`src/rtl/line_engine_pkg.sv`:
```
// Shared definitions for the line-draw engine and the IO block that feeds it.
// Holds the FSM encoding, default widths and the memory-mapped register addresses.
package line_engine_pkg;

   typedef enum logic [1:0] {
      IDLE  = 2'd0,
      SETUP = 2'd1,
      DRAW  = 2'd2
   } le_state_t;

   localparam int LE_COORD_W = 10;
   localparam int LE_COLOR_W = 24;

   // Loads from STATUS return LE_ready; the *_GO stores also fire LE_trigger.
   localparam logic [31:0] LE_ADDR_STATUS = 32'h8000_0024;
   localparam logic [31:0] LE_ADDR_COLOR  = 32'h8000_0028;
   localparam logic [31:0] LE_ADDR_X0     = 32'h8000_002C;
   localparam logic [31:0] LE_ADDR_Y0     = 32'h8000_0030;
   localparam logic [31:0] LE_ADDR_X1     = 32'h8000_0034;
   localparam logic [31:0] LE_ADDR_Y1     = 32'h8000_0038;
   localparam logic [31:0] LE_ADDR_X0_GO  = 32'h8000_003C;
   localparam logic [31:0] LE_ADDR_Y0_GO  = 32'h8000_0040;
   localparam logic [31:0] LE_ADDR_X1_GO  = 32'h8000_0044;
   localparam logic [31:0] LE_ADDR_Y1_GO  = 32'h8000_0048;
   localparam logic [31:0] LE_ADDR_LAST   = 32'h8000_004C;

endpackage

```
`src/rtl/line_setup.sv`:
```
// Combinational Bresenham setup: picks the major axis, orders the endpoints
// along it and derives the step magnitudes and minor-axis direction.
module line_setup
   import line_engine_pkg::*;
#(
   parameter int COORD_W = LE_COORD_W
) (
   input  logic [COORD_W-1:0]        i_x0,
   input  logic [COORD_W-1:0]        i_y0,
   input  logic [COORD_W-1:0]        i_x1,
   input  logic [COORD_W-1:0]        i_y1,
   output logic                      o_steep,
   output logic [COORD_W-1:0]        o_xa,
   output logic [COORD_W-1:0]        o_ya,
   output logic [COORD_W-1:0]        o_xb,
   output logic signed [COORD_W+1:0] o_dx,
   output logic signed [COORD_W+1:0] o_dy,
   output logic                      o_yUp
);

   logic [COORD_W-1:0] w_adx;
   logic [COORD_W-1:0] w_ady;
   logic [COORD_W-1:0] w_px0;
   logic [COORD_W-1:0] w_py0;
   logic [COORD_W-1:0] w_px1;
   logic [COORD_W-1:0] w_py1;
   logic [COORD_W-1:0] w_yb;

   assign w_adx   = (i_x1 >= i_x0) ? i_x1 - i_x0 : i_x0 - i_x1;
   assign w_ady   = (i_y1 >= i_y0) ? i_y1 - i_y0 : i_y0 - i_y1;
   assign o_steep = w_ady > w_adx;

   // In steep mode the stepper walks along y, so the axes are exchanged here.
   always_comb begin
      w_px0 = i_x0;
      w_py0 = i_y0;
      w_px1 = i_x1;
      w_py1 = i_y1;
      if (o_steep) begin
         w_px0 = i_y0;
         w_py0 = i_x0;
         w_px1 = i_y1;
         w_py1 = i_x1;
      end
      o_xa = w_px0;
      o_ya = w_py0;
      o_xb = w_px1;
      w_yb = w_py1;
      if (w_px0 > w_px1) begin
         o_xa = w_px1;
         o_ya = w_py1;
         o_xb = w_px0;
         w_yb = w_py0;
      end
   end

   assign o_dx  = {2'b00, o_xb - o_xa};
   assign o_dy  = {2'b00, ((w_yb >= o_ya) ? w_yb - o_ya : o_ya - w_yb)};
   assign o_yUp = o_ya < w_yb;

endmodule

```
`src/rtl/line_engine.sv`:
```
// Memory-mapped line rasteriser: latches endpoint/colour strobes and streams
// one Bresenham pixel per cycle to the framebuffer writer over valid/ready.
module line_engine
   import line_engine_pkg::*;
#(
   parameter int COORD_W = LE_COORD_W,
   parameter int COLOR_W = LE_COLOR_W
) (
   input  logic               Clock,
   input  logic               Reset,
   input  logic [31:0]        LE_color,
   input  logic [COORD_W-1:0] LE_point,
   input  logic               LE_color_valid,
   input  logic               LE_x0_valid,
   input  logic               LE_y0_valid,
   input  logic               LE_x1_valid,
   input  logic               LE_y1_valid,
   input  logic               LE_trigger,
   output logic               LE_ready,
   output logic               fb_wr_valid,
   input  logic               fb_wr_ready,
   output logic [COORD_W-1:0] fb_wr_x,
   output logic [COORD_W-1:0] fb_wr_y,
   output logic [COLOR_W-1:0] fb_wr_color
);

   localparam int SW = COORD_W + 2;

   le_state_t r_state;
   le_state_t w_nextState;

   logic [COORD_W-1:0] r_x0, r_y0, r_x1, r_y1;
   logic [COLOR_W-1:0] r_color;

   logic                 r_steep;
   logic                 r_yUp;
   logic [COORD_W-1:0]   r_x;
   logic [COORD_W-1:0]   r_y;
   logic [COORD_W-1:0]   r_xEnd;
   logic signed [SW-1:0] r_err;
   logic signed [SW-1:0] r_dx;
   logic signed [SW-1:0] r_dy;
   logic [COLOR_W-1:0]   r_drawColor;

   logic                 w_steep;
   logic                 w_yUp;
   logic [COORD_W-1:0]   w_xa;
   logic [COORD_W-1:0]   w_ya;
   logic [COORD_W-1:0]   w_xb;
   logic signed [SW-1:0] w_dx;
   logic signed [SW-1:0] w_dy;
   logic signed [SW-1:0] w_errSub;
   logic                 w_lastPix;

   generate
      if (COLOR_W < 32) begin : g_colorPad
         logic w_unusedColorBits;
         assign w_unusedColorBits = ^LE_color[31:COLOR_W];
      end
   endgenerate

   line_setup #(
      .COORD_W(COORD_W)
   ) u_setup (
      .i_x0    (r_x0),
      .i_y0    (r_y0),
      .i_x1    (r_x1),
      .i_y1    (r_y1),
      .o_steep (w_steep),
      .o_xa    (w_xa),
      .o_ya    (w_ya),
      .o_xb    (w_xb),
      .o_dx    (w_dx),
      .o_dy    (w_dy),
      .o_yUp   (w_yUp)
   );

   assign w_errSub  = r_err - r_dy;
   assign w_lastPix = (r_x == r_xEnd);

   always_ff @(posedge Clock or negedge Reset) begin
      if (!Reset) begin
         r_state <= IDLE;
      end else begin
         r_state <= w_nextState;
      end
   end

   always_comb begin
      w_nextState = r_state;
      LE_ready    = 1'b0;
      fb_wr_valid = 1'b0;
      case (r_state)
         IDLE: begin
            LE_ready = 1'b1;
            if (LE_trigger) w_nextState = SETUP;
         end
         SETUP: w_nextState = DRAW;
         DRAW: begin
            fb_wr_valid = 1'b1;
            if (fb_wr_ready && w_lastPix) w_nextState = IDLE;
         end
         default: w_nextState = IDLE;
      endcase
   end

   // Shadow registers stay writable while drawing; the stepper works only from
   // the copies captured in SETUP, so late strobes just prime the next line.
   always_ff @(posedge Clock or negedge Reset) begin
      if (!Reset) begin
         r_x0        <= '0;
         r_y0        <= '0;
         r_x1        <= '0;
         r_y1        <= '0;
         r_color     <= '0;
         r_steep     <= 1'b0;
         r_yUp       <= 1'b0;
         r_x         <= '0;
         r_y         <= '0;
         r_xEnd      <= '0;
         r_err       <= '0;
         r_dx        <= '0;
         r_dy        <= '0;
         r_drawColor <= '0;
      end else begin
         if (LE_color_valid) r_color <= LE_color[COLOR_W-1:0];
         if (LE_x0_valid)    r_x0    <= LE_point;
         if (LE_y0_valid)    r_y0    <= LE_point;
         if (LE_x1_valid)    r_x1    <= LE_point;
         if (LE_y1_valid)    r_y1    <= LE_point;

         if (r_state == SETUP) begin
            r_steep     <= w_steep;
            r_yUp       <= w_yUp;
            r_x         <= w_xa;
            r_y         <= w_ya;
            r_xEnd      <= w_xb;
            r_dx        <= w_dx;
            r_dy        <= w_dy;
            r_err       <= w_dx >>> 1;
            r_drawColor <= r_color;
         end else if ((r_state == DRAW) && fb_wr_ready && !w_lastPix) begin
            r_x <= r_x + 1'b1;
            if (w_errSub[SW-1]) begin
               r_y   <= r_yUp ? r_y + 1'b1 : r_y - 1'b1;
               r_err <= w_errSub + r_dx;
            end else begin
               r_err <= w_errSub;
            end
         end
      end
   end

   assign fb_wr_x     = r_steep ? r_y : r_x;
   assign fb_wr_y     = r_steep ? r_x : r_y;
   assign fb_wr_color = r_drawColor;

endmodule

```
`config.mk`:
```
export PLATFORM = sky130hd
export DESIGN_NAME = line_engine
export DESIGN_NICKNAME = d
export VERILOG_FILES = /design/src/rtl/line_engine_pkg.sv /design/src/rtl/line_setup.sv /design/src/rtl/line_engine.sv
export SDC_FILE = /design/constraint.sdc
export NUM_CORES = 1
export LEC_CHECK = 0
export ABC_AREA = 1
export CAP_MARGIN = 25
export CORE_MARGIN = 2
export CORE_UTILIZATION = 52
export DETAILED_ROUTE_END_ITERATION = 16
export PLACE_DENSITY = 0.77
export SKIP_CTS_REPAIR_TIMING = 1
export SYNTH_ARGS = -nofsm -noshare
export SYNTH_HDL_FRONTEND = slang
export SYNTH_SLANG_ARGS = --single-unit
```
`constraint.sdc`:
```
create_clock -name Clock -period 20.1 [get_ports Clock]
set_clock_uncertainty 0.05 [all_clocks]
set_input_delay 4.02 -clock Clock [delete_from_list [all_inputs] [get_ports Clock]]
set_output_delay 4.02 -clock Clock [all_outputs]
set_load 0.005 [all_outputs]
```
# After elaboration in Yosys (flattened, before gate mapping)
# Index checks and enable logic that the tools add are counted.
[word_totals] register_bits=154 in_bits=51 out_inout_bits=46 word_cells=74
[op_classes] add_sub_neg=12 magnitude_cmp=6 eq_ne=5 n_mux=27 reduce_logical=9
[op_table] operator="$mux 10" count=19
[op_table] operator="$sub 10x10->10" count=7
[op_table] operator="$mux 12" count=3
[op_table] operator="$ge 10x10->1" count=3
[op_table] operator="$add 10x1->10 const B" count=2
[op_table] operator="$gt 10x10->1" count=2
[op_table] operator="$add 12x11->12" count=1
[op_table] operator="$sub 12x11->12" count=1
[op_table] operator="$eq 10x10->1" count=1
[op_table] operator="$lt 10x10->1" count=1
[op_table] operator="$sub 10x1->10 const B" count=1
[op_table] operator="$pmux 2 s3" count=1
[op_table] operator="$mux 2" count=2
[op_table] operator="$ne 2x2->1 const B" count=2
[op_table] operator="$reduce_and 2->1" count=2
[op_table] operator="$reduce_bool 2->1" count=2
[op_table] operator="$logic_and 1x1->1" count=3
[op_table] operator="$eq 2x1->1 const B" count=1
[op_table] operator="$eq 2x2->1 const B" count=1
[op_table] operator="$logic_not 2->1" count=1
[op_table] operator="$mux 1" count=2
[op_table] operator="$logic_not 1->1" count=1

# Longest topological paths before layout
[depth] ltp_word=8 depth_mapped=60 ltp_nobuf=53

# Modules after synthesis
# From an unflattened synthesis, not the netlist that was laid out.
[unflattened] cells_unflattened=1800 hier_area_um2=12907.4
[modules_own_cells] module="line_engine" instances=1 cells_each=1035 area_per_inst_um2=8465.6 seq_area_each_um2=3953.8
[modules_own_cells] module="line_setup" instances=1 cells_each=765 area_per_inst_um2=4441.8 seq_area_each_um2=0.0

# Worst setup path before layout
# No wires, ideal clock.
[synth_path] path_kind="reg-to-reg" from="register r_x0[3]" to="register r_dy[9]" setup_ps=133 arrival_time_ps=8286 t_required_ps=19917 setup_slack_ps=11632 stages_incl_launch_ff=59 n_path_buf=8 period_less_slack_ps=8468 cell_sequence="dfrtp_1 inv_1 ha_1 clkbuf_1 nand2_1 o21ai_0 nand2_1 nand2_1 nor2_1 o21ai_0 a21oi_1 o21bai_1 clkbuf_1 nor2_1 a21oi_1 o31ai_1 xnor2_1 ha_1 [23 not listed] o21ai_0 inv_1 ha_1 inv_1 fa_1 inv_1 o21ai_0 inv_1 o21ai_0 a21oi_1 inv_1 a221oi_2 clkinv_1 nand2_1 o221ai_1 xor2_1 nand2_1 o21ai_0"
[synth_via] elab_chain_cells=8 elab_cells_between_ends=16 classes_between="4 x add/sub; 4 x order compare; 8 x mux"
[synth_lines] element="start, declared" line_no="line_engine.sv:32" text="logic [COORD_W-1:0] r_x0, r_y0, r_x1, r_y1;"
[synth_lines] element="start signal, assigned" line_no="line_engine.sv:127" text="if (LE_x0_valid) r_x0 <= LE_point;"
[synth_lines] element="$sub 10x10->10 / $ge 10x10->1 (equally long branches)" line_no="line_setup.sv:29" text="assign w_adx = (i_x1 >= i_x0) ? i_x1 - i_x0 : i_x0 - i_x1;"
[synth_lines] element="$mux 10" line_no="line_setup.sv:29"
[synth_lines] element="$gt 10x10->1" line_no="line_setup.sv:31" text="assign o_steep = w_ady > w_adx;"
[synth_lines] element="$mux 10" line_no="line_setup.sv:39" text="if (o_steep) begin"
[synth_lines] element="$gt 10x10->1" line_no="line_setup.sv:49" text="if (w_px0 > w_px1) begin"
[synth_lines] element="$mux 10" line_no="line_setup.sv:49"
[synth_lines] element="$sub 10x10->10 / $ge 10x10->1 (equally long branches)" line_no="line_setup.sv:58" text="assign o_dy = {2'b00, ((w_yb >= o_ya) ? w_yb - o_ya : o_ya - w_yb)};"
[synth_lines] element="$mux 10 (*)" line_no="line_setup.sv:58"
[synth_lines] element="end signal, assigned" line_no="line_engine.sv:139" text="r_dy <= w_dy;"
[synth_lines] element="end, declared" line_no="line_engine.sv:42" text="logic signed [SW-1:0] r_dy;"
# Mark *: on every way between the ends. The rest lies on a longest branch, timed or not.
# A chain may end at the register's enable or synchronous reset.

# Worst setup path after layout
[layout_path] from="register r_y0[4]" to="register r_dy[9]"
[layout_via] elab_chain_cells=8 elab_cells_between_ends=16 classes_between="4 x add/sub; 4 x order compare; 8 x mux"
[layout_lines] element="start, declared" line_no="line_engine.sv:32"
[layout_lines] element="start signal, assigned" line_no="line_engine.sv:128" text="if (LE_y0_valid) r_y0 <= LE_point;"
[layout_lines] element="$sub 10x10->10 / $ge 10x10->1 (equally long branches)" line_no="line_setup.sv:30" text="assign w_ady = (i_y1 >= i_y0) ? i_y1 - i_y0 : i_y0 - i_y1;"
[layout_lines] element="$mux 10" line_no="line_setup.sv:30"
[layout_lines] element="$gt 10x10->1" line_no="line_setup.sv:31"
[layout_lines] element="$mux 10" line_no="line_setup.sv:39"
[layout_lines] element="$gt 10x10->1" line_no="line_setup.sv:49"
[layout_lines] element="$mux 10" line_no="line_setup.sv:49"
[layout_lines] element="$sub 10x10->10 / $ge 10x10->1 (equally long branches)" line_no="line_setup.sv:58"
[layout_lines] element="$mux 10 (*)" line_no="line_setup.sv:58"
# Marked as above.

==> metrics.yaml <==
num_antenna_cells: 0
dieHeight_um: 154
grt_pass1_wl_um: 50600
core-area_mm2: 0.0220
async_reset_ff_frac: 1.00
yosysSeqAreaShare: 0.330
start_util: 0.533
clkTransAtPathRegs_ns: 0.07
finalHoldViolations: 0
gp_congestion: 0.955
netlist_instances: 1607
ys.warnings.count: 0
fmax_mhz: 100
wl_per_cell_um: 15.8
clock-sinks: 154
hp-start: "r_state[1]"
grtUsageTotal: 0.263
layout-drive-gt1-share: 0.0488
setup_tns_ns: 0
maxCapViolCount: 0
cp-end-kind: "flip-flop"
cp_common_cell: "inv_1"
drtPass1Iterations: 6
critPathSlowestCell: "a221oi_2"
rsz0062_at_grt: "false"
vias: 10758
clock_path_buffers: 2
setup_viol_count_final: 0
layout_commonest_cell: "nand2_1"
cts-root-buf: "clkbuf_16"
ant_nets: 0
crit_fanout: 81
area_growth_pct: 14.4
reg2reg_from: "r_y0[4]"
status: "finished clean"
yosysTopAreaCell: "dfrtp_1"
grt_pass1_vias: 9992
period_share: 0.496
viasPerCell: 5.49
crit_required_ns: 20.39
synth_top_cells_by_area: "dfrtp_1 33%, nand2_1 13%, ha_1 11%"
avgSynthCellArea_um2: 7.28
yosysTopAreaCellShare: 0.330
drt-initial-drc-count: 827
slew_headroom: 0.406
wirelength_um: 30900
drc: 0
syn_area_mm2: 0.0117
worst_pin_slew_ns: 0.891
fp.dieW_um: 154
globalRouteOverflowTotal: 0
fillCellCount: 1936
fp-row-count: 54
htree_levels: 4
critPathArrivalTime_ns: 10.27
cts_buffers: 17
dieArea_mm2: 0.0237
fin_nets: 1832
cp-startpoint: "r_y0[4]"
synthDistinctLibCells: 54
syn_nets: 1773
placement.io_buffers: 88
path_class: "flip-flop to flip-flop"
holdPathStages: 1
hold_path.class: "flip-flop to flip-flop"
synth-seq-cells: 154
cts_tree: "built"
io_pins: 97
drv_slew: 0
antenna_found_initial: 0
mostFrequentLayoutCells: "409 x nand2_1, 245 x o21ai_0, 225 x inv_1"
grt_max_degree: 114
reg2reg_depth: 45
critPathLaunchType: "flip-flop"
max_stage_delay_ns: 0.63
synth_flop_cell: "dfrtp_1"
synth_edf_count: 0
min_period_ns: 9.98
clk_latency_ns: 0.43
hpwl_um: 23300
-- registers in the layout, summed over array words and instances (netlist names), 2 cells and up --
name,flops
r_x,10
r_y1,10
r_y,10
r_y0,10
r_err,12
r_xEnd,10
r_dy,10
r_state,2
fb_wr_color,24
r_dx,10
r_x0,10
r_color,24
r_x1,10
-- worst max-delay path: cells and delay by family, from the launching register on --
| kind | cells | cell delay [ns] |
|---|---|---|
| AO/OA/AOI/OAI | 13 | 2.92 |
| AND/OR/NAND/NOR | 13 | 2.83 |
| adder cells (fa/ha/maj) | 5 | 1.73 |
| buffers and inverters | 12 | 1.49 |
| XOR/XNOR | 2 | 0.41 |
| flip-flops | 1 | 0.40 |
-- per-stage QoR --
stage	worst slack, ns	hold WS, ns	instance area (µm²)	std cells	utilization
after global routing	9.06	0.431	13400	1959	0.610
after CTS	10.25	0.418	13300	1957	0.607
after detailed placement	10.30	0.409	12700	1925	0.580
after global placement	10.36	0.394	12700	1925	0.580
final	10.12	0.424	13400	1959	0.610
after floorplan	11.63	0.382	11700	1607	-
-- worst paths after layout --
kind / endpoint / slack [ns]
max in group asynchronous: fb_wr_color[2] / 15.08
worst max register to register: r_dy[9] / 10.12
worst min register to register: r_state[0] / 0.42
worst min-delay path: r_state[0] / 0.42
worst max-delay path: r_dy[9] / 10.12
min in group asynchronous: r_y[3] / 3.59
-- kinds of logic after synthesis --
group,Yosys count,share of synthesized area
xor gates and xnor gates,46,0.0344
AOI/OAI and AO/OA,431,0.203
buffers and inverters,285,0.0943
muxes,5,0.00428
adders and majority gates,115,0.129
and+or+nand+nor,571,0.206
DFF,154,0.330
-- Yosys cell counts (6+ instances only) --
library cell	count
a21oi_1	99
fa_1	9
ha_1	106
a21oi_2	6
nand3_1	46
xor2_1	30
o21ai_0	245
a31oi_1	6
clkbuf_1	46
o21ai_1	16
nand2_1	410
nor3_1	6
inv_1	225
nand2_2	12
o221ai_1	11
xnor2_1	16
buf_2	6
o21bai_1	8
nor2_1	69
o211ai_1	12
dfrtp_1	154
-- layout make-up --
| class | instances | area, µm² | share of cell area |
|---|---|---|---|
| Clock inverter | 15 | 168 | 0.0125 |
| Sequential cell | 154 | 3850 | 0.288 |
| Inverter | 230 | 866 | 0.0647 |
| Timing Repair Buffer | 95 | 975 | 0.0728 |
| Tap cell | 280 | 350 | 0.0262 |
| Clock buffer | 17 | 425 | 0.0318 |
| Multi-Input combinational cell | 1168 | 6750 | 0.504 |
-- routing by layer --
| metal | share of wire | track usage |
|---|---|---|
| met2 | 0.46 | 0.427 |
| met4 | 0.020 | 0.0712 |
| met3 | 0.058 | 0.0434 |
| met1 | 0.46 | 0.365 |
| met5 | 0 | 0 |
Power is left out: the tool's default activity adds up to more than one toggle a clock period on the data nets, which glitch-free logic cannot reach.
